[src/rtl/exp_adjust_pipe.sv]
// rtl/exp_adjust_pipe.sv - two-stage elastic exponent adjuster (pass/+1/+amt/-amt), optional EXP_ADJ_SATURATE_EN clamping
module exp_adjust_pipe #(
    parameter int WIDTH = 8,
    parameter int AMT_W = 5
) (
    input  logic             clk,
    input  logic             rst_n,
    input  logic             in_valid,
    output logic             in_ready,
    input  logic [WIDTH-1:0] in_exp,
    input  logic [1:0]       in_op,
    input  logic [AMT_W-1:0] in_amt,
    output logic             out_valid,
    input  logic             out_ready,
    output logic [WIDTH-1:0] out_exp,
    output logic             out_ovf,
    output logic             out_unf,
    output logic             out_zero
);

    localparam logic [1:0] OP_PASS = 2'b00;
    localparam logic [1:0] OP_INC  = 2'b01;
    localparam logic [1:0] OP_SUB  = 2'b10;
    localparam logic [1:0] OP_ADD  = 2'b11;

    logic             s1_v_q, s1_v_d;
    logic [WIDTH-1:0] s1_exp_q, s1_exp_d;
    logic [1:0]       s1_op_q, s1_op_d;
    logic [WIDTH:0]   s1_amt_q, s1_amt_d;

    logic             s2_v_q, s2_v_d;
    logic [WIDTH-1:0] s2_exp_q, s2_exp_d;
    logic             s2_ovf_q, s2_ovf_d;
    logic             s2_unf_q, s2_unf_d;
    logic             s2_zero_q, s2_zero_d;

    logic             s2_load;
    logic             s1_move;
    logic             accept;

    logic [WIDTH:0]   exp_ext;
    logic [WIDTH:0]   sum_c;
    logic [WIDTH-1:0] res_c;
    logic             ovf_c;
    logic             unf_c;

    // S2 may take new data when empty or when its result leaves this cycle
    assign s2_load  = !s2_v_q || out_ready;
    assign s1_move  = s1_v_q && s2_load;
    assign in_ready = !s1_v_q || s1_move;
    assign accept   = in_valid && in_ready;

    always_comb begin
        s1_v_d   = s1_v_q;
        s1_exp_d = s1_exp_q;
        s1_op_d  = s1_op_q;
        s1_amt_d = s1_amt_q;
        if (in_ready) begin
            s1_v_d = in_valid;
        end
        if (accept) begin
            s1_exp_d = in_exp;
            s1_op_d  = in_op;
            s1_amt_d = {{(WIDTH+1-AMT_W){1'b0}}, in_amt};
        end
    end

    // Bit WIDTH of the widened result is the carry for additions and the borrow for subtraction
    always_comb begin
        exp_ext = {1'b0, s1_exp_q};
        sum_c   = exp_ext;
        case (s1_op_q)
            OP_PASS: sum_c = exp_ext;
            OP_INC:  sum_c = exp_ext + (WIDTH+1)'(1);
            OP_SUB:  sum_c = exp_ext - s1_amt_q;
            OP_ADD:  sum_c = exp_ext + s1_amt_q;
            default: sum_c = exp_ext;
        endcase
        ovf_c = ((s1_op_q == OP_INC) || (s1_op_q == OP_ADD)) && sum_c[WIDTH];
        unf_c = (s1_op_q == OP_SUB) && sum_c[WIDTH];
        res_c = sum_c[WIDTH-1:0];
`ifdef EXP_ADJ_SATURATE_EN
        if (ovf_c) begin
            res_c = {WIDTH{1'b1}};
        end
        if (unf_c) begin
            res_c = '0;
        end
`endif
    end

    always_comb begin
        s2_v_d    = s2_v_q;
        s2_exp_d  = s2_exp_q;
        s2_ovf_d  = s2_ovf_q;
        s2_unf_d  = s2_unf_q;
        s2_zero_d = s2_zero_q;
        if (s2_load) begin
            s2_v_d = s1_v_q;
        end
        if (s1_move) begin
            s2_exp_d  = res_c;
            s2_ovf_d  = ovf_c;
            s2_unf_d  = unf_c;
            s2_zero_d = (res_c == '0);
        end
    end

    always_ff @(posedge clk or negedge rst_n) begin
        if (!rst_n) begin
            s1_v_q    <= 1'b0;
            s1_exp_q  <= '0;
            s1_op_q   <= OP_PASS;
            s1_amt_q  <= '0;
            s2_v_q    <= 1'b0;
            s2_exp_q  <= '0;
            s2_ovf_q  <= 1'b0;
            s2_unf_q  <= 1'b0;
            s2_zero_q <= 1'b0;
        end else begin
            s1_v_q    <= s1_v_d;
            s1_exp_q  <= s1_exp_d;
            s1_op_q   <= s1_op_d;
            s1_amt_q  <= s1_amt_d;
            s2_v_q    <= s2_v_d;
            s2_exp_q  <= s2_exp_d;
            s2_ovf_q  <= s2_ovf_d;
            s2_unf_q  <= s2_unf_d;
            s2_zero_q <= s2_zero_d;
        end
    end

    assign out_valid = s2_v_q;
    assign out_exp   = s2_exp_q;
    assign out_ovf   = s2_ovf_q;
    assign out_unf   = s2_unf_q;
    assign out_zero  = s2_zero_q;

endmodule

[config.mk]
export PLATFORM = sky130hd
export DESIGN_NAME = exp_adjust_pipe
export DESIGN_NICKNAME = d
export VERILOG_FILES = /design/src/rtl/exp_adjust_pipe.sv
export SDC_FILE = /design/constraint.sdc
export NUM_CORES = 1
export LEC_CHECK = 0
export ABC_AREA = 1
export CELL_PAD_IN_SITES_DETAIL_PLACEMENT = 1
export CELL_PAD_IN_SITES_GLOBAL_PLACEMENT = 1
export CORE_MARGIN = 2
export CORE_UTILIZATION = 37
export DETAILED_ROUTE_END_ITERATION = 16
export PLACE_DENSITY = 0.79
export SYNTH_ARGS = -nofsm -noshare
export SYNTH_HDL_FRONTEND = slang
export SYNTH_SLANG_ARGS = --single-unit
[constraint.sdc]
create_clock -name clk -period 2.76 [get_ports clk]
set_input_delay 0.414 -clock clk [delete_from_list [all_inputs] [get_ports clk]]
set_output_delay 0.414 -clock clk [all_outputs]
set_load 0.05 [all_outputs]
; Word level (Yosys, flattened, before mapping)
; Cells that the tools add are included.
[classes]
n_addsub = 3
eq_ne = 3
mux = 1
reduce_logical = 11
[ops]
columns = operator, n
row1 = $pmux 9 s4, 1
row2 = $add 8x1->9 const B, 1
row3 = $add 8x5->9, 1
row4 = $sub 8x5->9, 1
row5 = $logic_not 8->1, 1
row6 = $eq 2x2->1 const B, 2
row7 = $logic_and 1x1->1, 4
row8 = $logic_or 1x1->1, 3
row9 = $eq 2x1->1 const B, 1
row10 = $logic_not 1->1, 2
row11 = $logic_not 2->1, 1
[word_totals]
regBits = 28
inputBits = 19

; Longest topological paths before layout
; Gate-level depths: netlist of the first run.
[logic_depth]
depth_word = 5
depth_mapped = 18

; Worst setup path before layout of the first run
; OpenSTA, ideal clock, no wires.
[synth_path]
kind = reg-to-reg
startpoint = reg s1_amt_q[0]
endpoint = reg s2_zero_q (netlist: out_zero)
stages_incl_launch_ff = 19
slack_ns = 0.566
synth_period_minus_slack_ns = 2.194
t_arrival_ns = 2.077
required_time_ns = 2.642
setup_ns = 0.118
path_cell_list = dfrtp_1 -> inv_1 -> ha_1 -> inv_1 -> nor3_1 -> ha_1 -> nand2_1 -> o21ai_0 -> ha_1 -> nand2_1 -> nand2_1 -> a21oi_1 -> nand2_1 -> nand2_1 -> nand3_1 -> nand2_1 -> nor2_1 -> nand2_1 -> nand2_1
[synth_via]
elab_chain_cells = 3
elab_cells_between_ends = 4
[synth_lines]
columns = element, line_no
row1 = from (decl), 29  ; logic [WIDTH:0] s1_amt_q, s1_amt_d;
row2 = from (signal assigned), 124  ; s1_amt_q <= s1_amt_d;
row3 = $add 8x5->9 / $sub 8x5->9 (equally long branches), "76, 75"
row4 = $pmux 9 s4 *, 72  ; case (s1_op_q)
row5 = $logic_not 8->1 *, 105  ; s2_zero_d = (res_c == '0);
row6 = to (signal assigned), 129  ; s2_zero_q <= s2_zero_d;
row7 = to (decl), 35  ; logic s2_zero_q, s2_zero_d;
; Every way passes the cells marked *; elsewhere a longest branch is shown, timed or not.
; A chain may end at the register's enable or synchronous reset.

; Worst setup path after layout of the first run
[layout_path]
startpoint = reg s1_amt_q[1]
endpoint = reg s2_zero_q (netlist: out_zero)
; Same word-level chain as after synthesis.

==> results of run 1 <==
worst register-to-register path: stages, from the launching register on:
cell     delay, ns
dfrtp_1       0.37
inv_1         0.10
ha_1          0.17
inv_1         0.07
nor3_2        0.12
ha_1          0.25
nand2_1       0.06
o21ai_0       0.09
ha_1          0.37
nand2_1       0.09
nand2_1       0.06
a21oi_1       0.22
nand3_1       0.13
nand3_1       0.12
nand2_1       0.06
nor2_1        0.09
nand2_1       0.05
nand2_1       0.05
metrics by stage:
| stage | worst slack, ns | hold slack (ns) | utilization, % |
|---|---|---|---|
| 4_1_cts | 0.1707 | 0.4942 | 48.26 |
| 2_1_floorplan | 0.5655 | 0.1184 | - |
| 6_report | 0.2425 | 0.4858 | 48.37 |
| 5_1_grt | 0.01817 | 0.5243 | 48.37 |
| 3_5_place_dp | 0.1977 | 0.4677 | 47.00 |
| 3_3_place_gp | 0.4065 | 0.4603 | 47.00 |
flip-flops by register name, indices dropped and copies added, names as in the netlist:
register / cells
out_exp: 8
out_ovf: 1
s1_op_q: 2
s1_v_q: 1
s1_amt_q: 5
s1_exp_q: 8
out_zero: 1
out_valid: 1
out_unf: 1
Yosys cell counts (4+ instances only):
master / count / share of area, %
a21oi_1: 16 / 4.7
nand2_1: 59 / 13
mux2_2: 4 / 2.7
buf_2: 4 / 1.2
a31oi_1: 4 / 1.5
nor2_1: 23 / 5.1
ha_1: 10 / 7.4
dfrtp_1: 28 / 42
inv_1: 32 / 7.1
o21ai_0: 7 / 2.1
nand3_1: 18 / 5.3
metal layers:
layer	vias up	share of wire (%)	global-route usage, %
li1	777	-	-
met1	716	46	22.78
met2	35	49	30.76
met3	7	3.2	2.391
met4	0	1.8	7.338
met5	-	0	0
layout make-up:
| class | instances | share of cell area (%) |
|---|---|---|
| Clock buffer | 4 | 2.596 |
| Inverter | 33 | 5.841 |
| Multi-Input combinational cell | 157 | 39.41 |
| Sequential cell | 28 | 33.04 |
| Tap cell | 52 | 3.068 |
| Timing Repair Buffer | 35 | 16.05 |
cell families after synthesis:
group | count (synthesis)
multiplexers | 4
adder cells (fa/ha/maj) | 11
flip-flops | 28
AND/OR/NAND/NOR | 108
AO/OA/AOI/OAI | 34
buffers and inverters | 38
timing repair:
action	in CTS	in global routing
hold buffers	0	0
resized for setup	0	2
setup endpoints to repair	0	3
layout by cell type (no fill, tap or decap), types with 2 or more instances in the layout:
master and n:
nand2_1 59, nand3b_1 2, o21ai_1 2, clkbuf_8 4
a31oi_1 4, o21ai_0 7, dfrtp_1 28, nor2_2 2
nand3_1 18, o21ai_2 2, clkdlybuf4s50_1 31, inv_2 2
a21oi_1 16, nand2_2 2, ha_1 10, mux2_2 4
inv_1 31, buf_4 4, nor2_1 23
final timing paths:
check | startpoint | endpoint | slack, ns | cells after the start
worst max-delay path | s1_amt_q[1]$_DFFE_PN0P_ | out_zero$_DFFE_PN0P_ | 0.24 | 17
worst min register to register | s1_v_q$_DFFE_PN0N_ | out_valid$_DFFE_PN0P_ | 0.49 | 2
worst max register to register | s1_amt_q[1]$_DFFE_PN0P_ | out_zero$_DFFE_PN0P_ | 0.24 | 17
worst min-delay path | s1_v_q$_DFFE_PN0N_ | out_valid$_DFFE_PN0P_ | 0.49 | 2
min in group asynchronous | rst_n | s1_exp_q[7]$_DFFE_PN0P_ | 0.50 | 2
max in group asynchronous | rst_n | out_exp[3]$_DFFE_PN0P_ | 1.98 | 2
report_power, final:
group          switching, mW  total (mW)  internal (mW)
Combinational          0.621       0.959          0.338
Clock                  0.135       0.263          0.128
Sequential            0.0636       0.573          0.509
Total                  0.820        1.80          0.975
==> impl_metrics.ini, run 1 <==
[worst_setup_path]
cpMostUsedCell = nand2_1
crit_type = reg -> reg
crit_fanout = 5
critPathCaptureType = flop
cp.required_ns = 2.99
cp-start-kind = flop
path_delay_family = simple AND/OR/NAND/NOR gates
worst_ep_arrival_time_ns = 2.75
slowest_stage = dfrtp_1
crit_buf_inv = 2
path_cells = inv_1 -> ha_1 -> inv_1 -> nor3_2 -> ha_1 -> nand2_1 -> o21ai_0 -> ha_1 -> nand2_1 -> nand2_1 -> a21oi_1 -> nand3_1 -> nand3_1 -> nand2_1 -> nor2_1 -> nand2_1 -> nand2_1
slowest_delay_ns = 0.37

[route]
drc = 0
dr.pass1.iters = 4
wl_per_cell_um = 13.41
ant_nets = 0
drt_iter0_drc = 40
num_vias = 1535
wl_mm = 4.145
avgViaCountPerCell = 4.968

[synthesis]
ys_warn_count = 0
synth_seq_area_share_pct = 41.54
ys_types = 24
synth_fp_nets = 253
netlist_area_um2 = 1687
yosys.area_share.simple_pct = 26.63
synth_xor_area_share_pct = 0
syn_area_per_cell_um2 = 7.563
syn-instance-count = 223
synth_edf_count = 0
synth-seq-cells = 28
synthMuxAreaShare_pct = 2.671
yosys_most_used_dff = dfrtp_1
synth_compound_area_share_pct = 11.35
async_flop_share_pct = 100.0
synth_top_family_by_area = simple AND/OR/NAND/NOR gates
synth-adder-area-share_pct = 8.605

[clock_network]
clk_pin_slew_ns = 0.10
h-tree-depth = 1
insertion_delay_ns = 0.28
cts_setup_buffers = 0
cts_sinks = 28
cts_buffer_depth = 2
cts_made_buffers = 3
tritoncts = yes
cts-root-buf = clkbuf_8

[placed_design]
post-dp-hpwl_mm = 3.276
dp_cells = 305
numPortBuffers = 31
routabilityCongestion = 0.7705
post_dp_cell_area_um2 = 2061

[floorplanning]
rows = 24
dieHeight_um = 71.52
start_util_pct = 38.47
io_pins = 32
die-area_um2 = 5114
die_w_um = 71.52
core-area_um2 = 4384

[layout]
nets = 288
num-fill-cells = 561
n_antenna_cell = 0
multi_input_area_um2 = 835.8
register_area_um2 = 700.7
instances_no_fill = 309
synthToLayoutAreaGrowth_pct = 25.74
drive_gt1_share_pct = 8.560
final_area_um2 = 2121

[sta]
fmax_mhz = 397.2
clock_skew_ns = 0.006176
slew_viol_final = 0
setup_violations = 0
finalSetupTns_ns = 0
rsz0062_at_grt = false
layout_min_cycle_time_ns = 2.518
final-hold-violation-count = 0
worst_pin_slew_ns = 0.4913
relSlewSlack_pct = 67.14
min_period_over_period_pct = 91.22

[power]
p_leak_nw = 1.074
p_per_area_nw_per_um2 = 846.6
power_mw = 1.795
peakVddDrop_uv = 280.3

[outcome]
status = completed

[flow_run]
max_cap_violations = 0

[grt]
grt_max_degree = 29
grt_use_total_pct = 17.93
antenna_found_initial = 0
grt_pass1_wl_mm = 7.113
grt_pass1_vias = 1582
overflow = 0

[hold_path]
worstHoldPathType = reg -> reg
Power figures use the tool's default switching activity.
==> inputs of run 2 (changes only) <==
--- a/config.mk
+++ b/config.mk
@@ -6,6 +6,7 @@
 export NUM_CORES = 1
 export LEC_CHECK = 0
 export ABC_AREA = 1
+export CAP_MARGIN = 0
 export CELL_PAD_IN_SITES_DETAIL_PLACEMENT = 1
 export CELL_PAD_IN_SITES_GLOBAL_PLACEMENT = 1
 export CORE_MARGIN = 2
@@ -15,3 +16,4 @@
 export SYNTH_ARGS = -nofsm -noshare
 export SYNTH_HDL_FRONTEND = slang
 export SYNTH_SLANG_ARGS = --single-unit
+export TNS_END_PERCENT = 100
==> results of run 2 <==
The final DEF is identical to that of run 1; final timing and power are the same.
==> inputs of run 3 (changes only) <==
--- a/config.mk
+++ b/config.mk
@@ -6,13 +6,12 @@
 export NUM_CORES = 1
 export LEC_CHECK = 0
 export ABC_AREA = 1
-export CAP_MARGIN = 0
 export CELL_PAD_IN_SITES_DETAIL_PLACEMENT = 1
 export CELL_PAD_IN_SITES_GLOBAL_PLACEMENT = 1
 export CORE_MARGIN = 2
-export CORE_UTILIZATION = 37
+export CORE_UTILIZATION = 40
 export DETAILED_ROUTE_END_ITERATION = 16
-export PLACE_DENSITY = 0.79
+export PLACE_DENSITY = 0.85
 export SYNTH_ARGS = -nofsm -noshare
 export SYNTH_HDL_FRONTEND = slang
 export SYNTH_SLANG_ARGS = --single-unit
==> constraint.sdc (replaced) <==
create_clock -name clk -period 3.15 [get_ports clk]
set_input_delay 0.4725 -clock clk [delete_from_list [all_inputs] [get_ports clk]]
set_output_delay 0.4725 -clock clk [all_outputs]
set_load 0.05 [all_outputs]
==> impl_metrics.ini, run 3 (synthesized netlist as in run 1, its figures left out) <==
[outcome]
status = completed

[sta]
final-hold-violation-count = 0
holdWs_ns = 0.4891
fmax_mhz = 401.7
rsz0062_at_grt = false
layout_min_cycle_time_ns = 2.490
clock_skew_ns = 0.001786
finalSetupTns_ns = 0
worst_pin_slew_ns = 0.5147
setup_violations = 0
slew_viol_final = 0
relSlewSlack_pct = 65.32
min_period_over_period_pct = 79.03

[floorplanning]
start_util_pct = 41.86
die-area_um2 = 4752
dieHeight_um = 68.94
io_pins = 32
die_w_um = 68.94
rows = 23
core-area_um2 = 4029

[flow_run]
max_cap_violations = 0

[clock_network]
cts_sinks = 28
tritoncts = yes
clk_pin_slew_ns = 0.10
cts_hold_buf = 0
cts_setup_buffers = 0
cts_made_buffers = 3
insertion_delay_ns = 0.28
h-tree-depth = 1
cts_buffer_depth = 2
post_cts_resized = 0
cts-root-buf = clkbuf_8

[route]
wl_mm = 4.098
dr.pass1.iters = 4
drt_iter0_drc = 52
ant_nets = 0
num_vias = 1544
avgViaCountPerCell = 5.029
wl_per_cell_um = 13.35
drc = 0

[layout]
final_common_cell = nand2_1
synthToLayoutAreaGrowth_pct = 25.30
drive_gt1_share_pct = 7.782
n_antenna_cell = 0
final_cell_mix = 59 x nand2_1, 32 x inv_1, 31 x clkdlybuf4s50_1, 28 x dfrtp_1, 23 x nor2_1
nets = 288
num-fill-cells = 531

[worst_setup_path]
critPathCaptureType = flop
crit_type = reg -> reg
path_delay_family = adder cells
crit_buf_inv = 2
rrSetupSlack_ns = 0.66
worst_ep_arrival_time_ns = 2.67
critPathCapture = out_zero$_DFFE_PN0P_
crit_fanout = 5
r2r-start = s1_amt_q[0]$_DFFE_PN0P_
cpMostUsedCell = nand2_1
rr_worst_depth = 18
path_cells = inv_1 -> ha_1 -> inv_1 -> nor3_1 -> ha_1 -> nand2_1 -> o21ai_0 -> ha_1 -> nand2_1 -> nand2_1 -> a21oi_1 -> nand2_1 -> nand2_1 -> nand3_1 -> nand2_1 -> nor2_1 -> nand2_1 -> nand2_1
path_depth = 18
slowest_delay_ns = 0.37
slowest_stage = dfrtp_1
cp.required_ns = 3.33
r2r-end = out_zero$_DFFE_PN0P_
crit_start = s1_amt_q[0]$_DFFE_PN0P_
cp-start-kind = flop

[grt]
grt_pass1_wl_mm = 6.851
grt_use_total_pct = 19.56
grt_max_degree = 29
grt_pass1_vias = 1563
overflow = 0
antenna_found_initial = 0

[power]
comb_power_share_pct = 53.5
p_seq_share_pct = 32.0
clockPowerShare_pct = 14.5
internal_power_uw = 855.5
p_leak_nw = 1.075
p_per_area_nw_per_um2 = 740.6
peakVddDrop_uv = 268.3
switching_share_pct = 45.34
p_switching_uw = 709.6

[hold_path]
worstHoldPathType = reg -> reg

[placed_design]
numPortBuffers = 31
routabilityCongestion = 0.8479
post-dp-hpwl_mm = 3.323
run 3: worst min-delay path by stage:
stage / startpoint / to / slack [ns] / cells after the start
2_1_floorplan: rst_n / out_exp[0]$_DFFE_PN0P_ / 0.18 / 0
6_report: out_zero$_DFFE_PN0P_ / out_zero$_DFFE_PN0P_ / 0.49 / 2
5_1_grt: out_ovf$_DFFE_PN0P_ / out_ovf$_DFFE_PN0P_ / 0.52 / 2
4_1_cts: out_exp[3]$_DFFE_PN0P_ / out_exp[3]$_DFFE_PN0P_ / 0.50 / 2
3_5_place_dp: out_exp[3]$_DFFE_PN0P_ / out_exp[3]$_DFFE_PN0P_ / 0.47 / 2
3_3_place_gp: out_exp[0]$_DFFE_PN0P_ / out_exp[0]$_DFFE_PN0P_ / 0.46 / 2
run 3: layer usage:
layer  vias up  global-route usage, %  part of all wire (%)
met5         -                      0                     0
met4         0                  7.108                   1.5
met3         7                  3.409                   2.9
met2        31                  34.74                    50
met1       726                  23.58                    46
li1        780                      -                     -
run 3: stage by stage:
step	utilization, %	total power [mW]	cell area (um^2)	setup slack [ns]	std cells
after floorplan	-	1.087	1687	0.9555	223
after global placement	51.09	1.319	2058	0.7612	303
after detailed placement	51.09	1.351	2058	0.6954	303
after CTS	52.45	1.585	2113	0.6269	307
after global routing	52.45	1.699	2113	0.4199	307
final	52.45	1.565	2113	0.6605	307
run 3: tightest hold or removal path, stage by stage (launching register included):
cell and delay (ns):
dfrtp_1 0.35, nand2_1 0.06, nand2_1 0.05
run 3: cell type report:
cell class                 count  area (um^2)  share of cell area, %
multi-input combinational    157        830.8                  39.31
clock buffer                   4        55.05                  2.605
sequential                    28        700.7                  33.16
timing repair buffer          35        340.3                  16.10
inverter                      33        123.9                  5.861
tap                           50        62.56                  2.960
run 3: power by group through the flow:
stage | clock network, mW | logic [mW] | registers (mW)
after floorplan | 0 | 0.382 | 0.706
after global placement | 0 | 0.813 | 0.505
after detailed placement | 0 | 0.841 | 0.510
after CTS | 0.236 | 0.847 | 0.502
after global routing | 0.249 | 0.936 | 0.514
final | 0.226 | 0.838 | 0.501
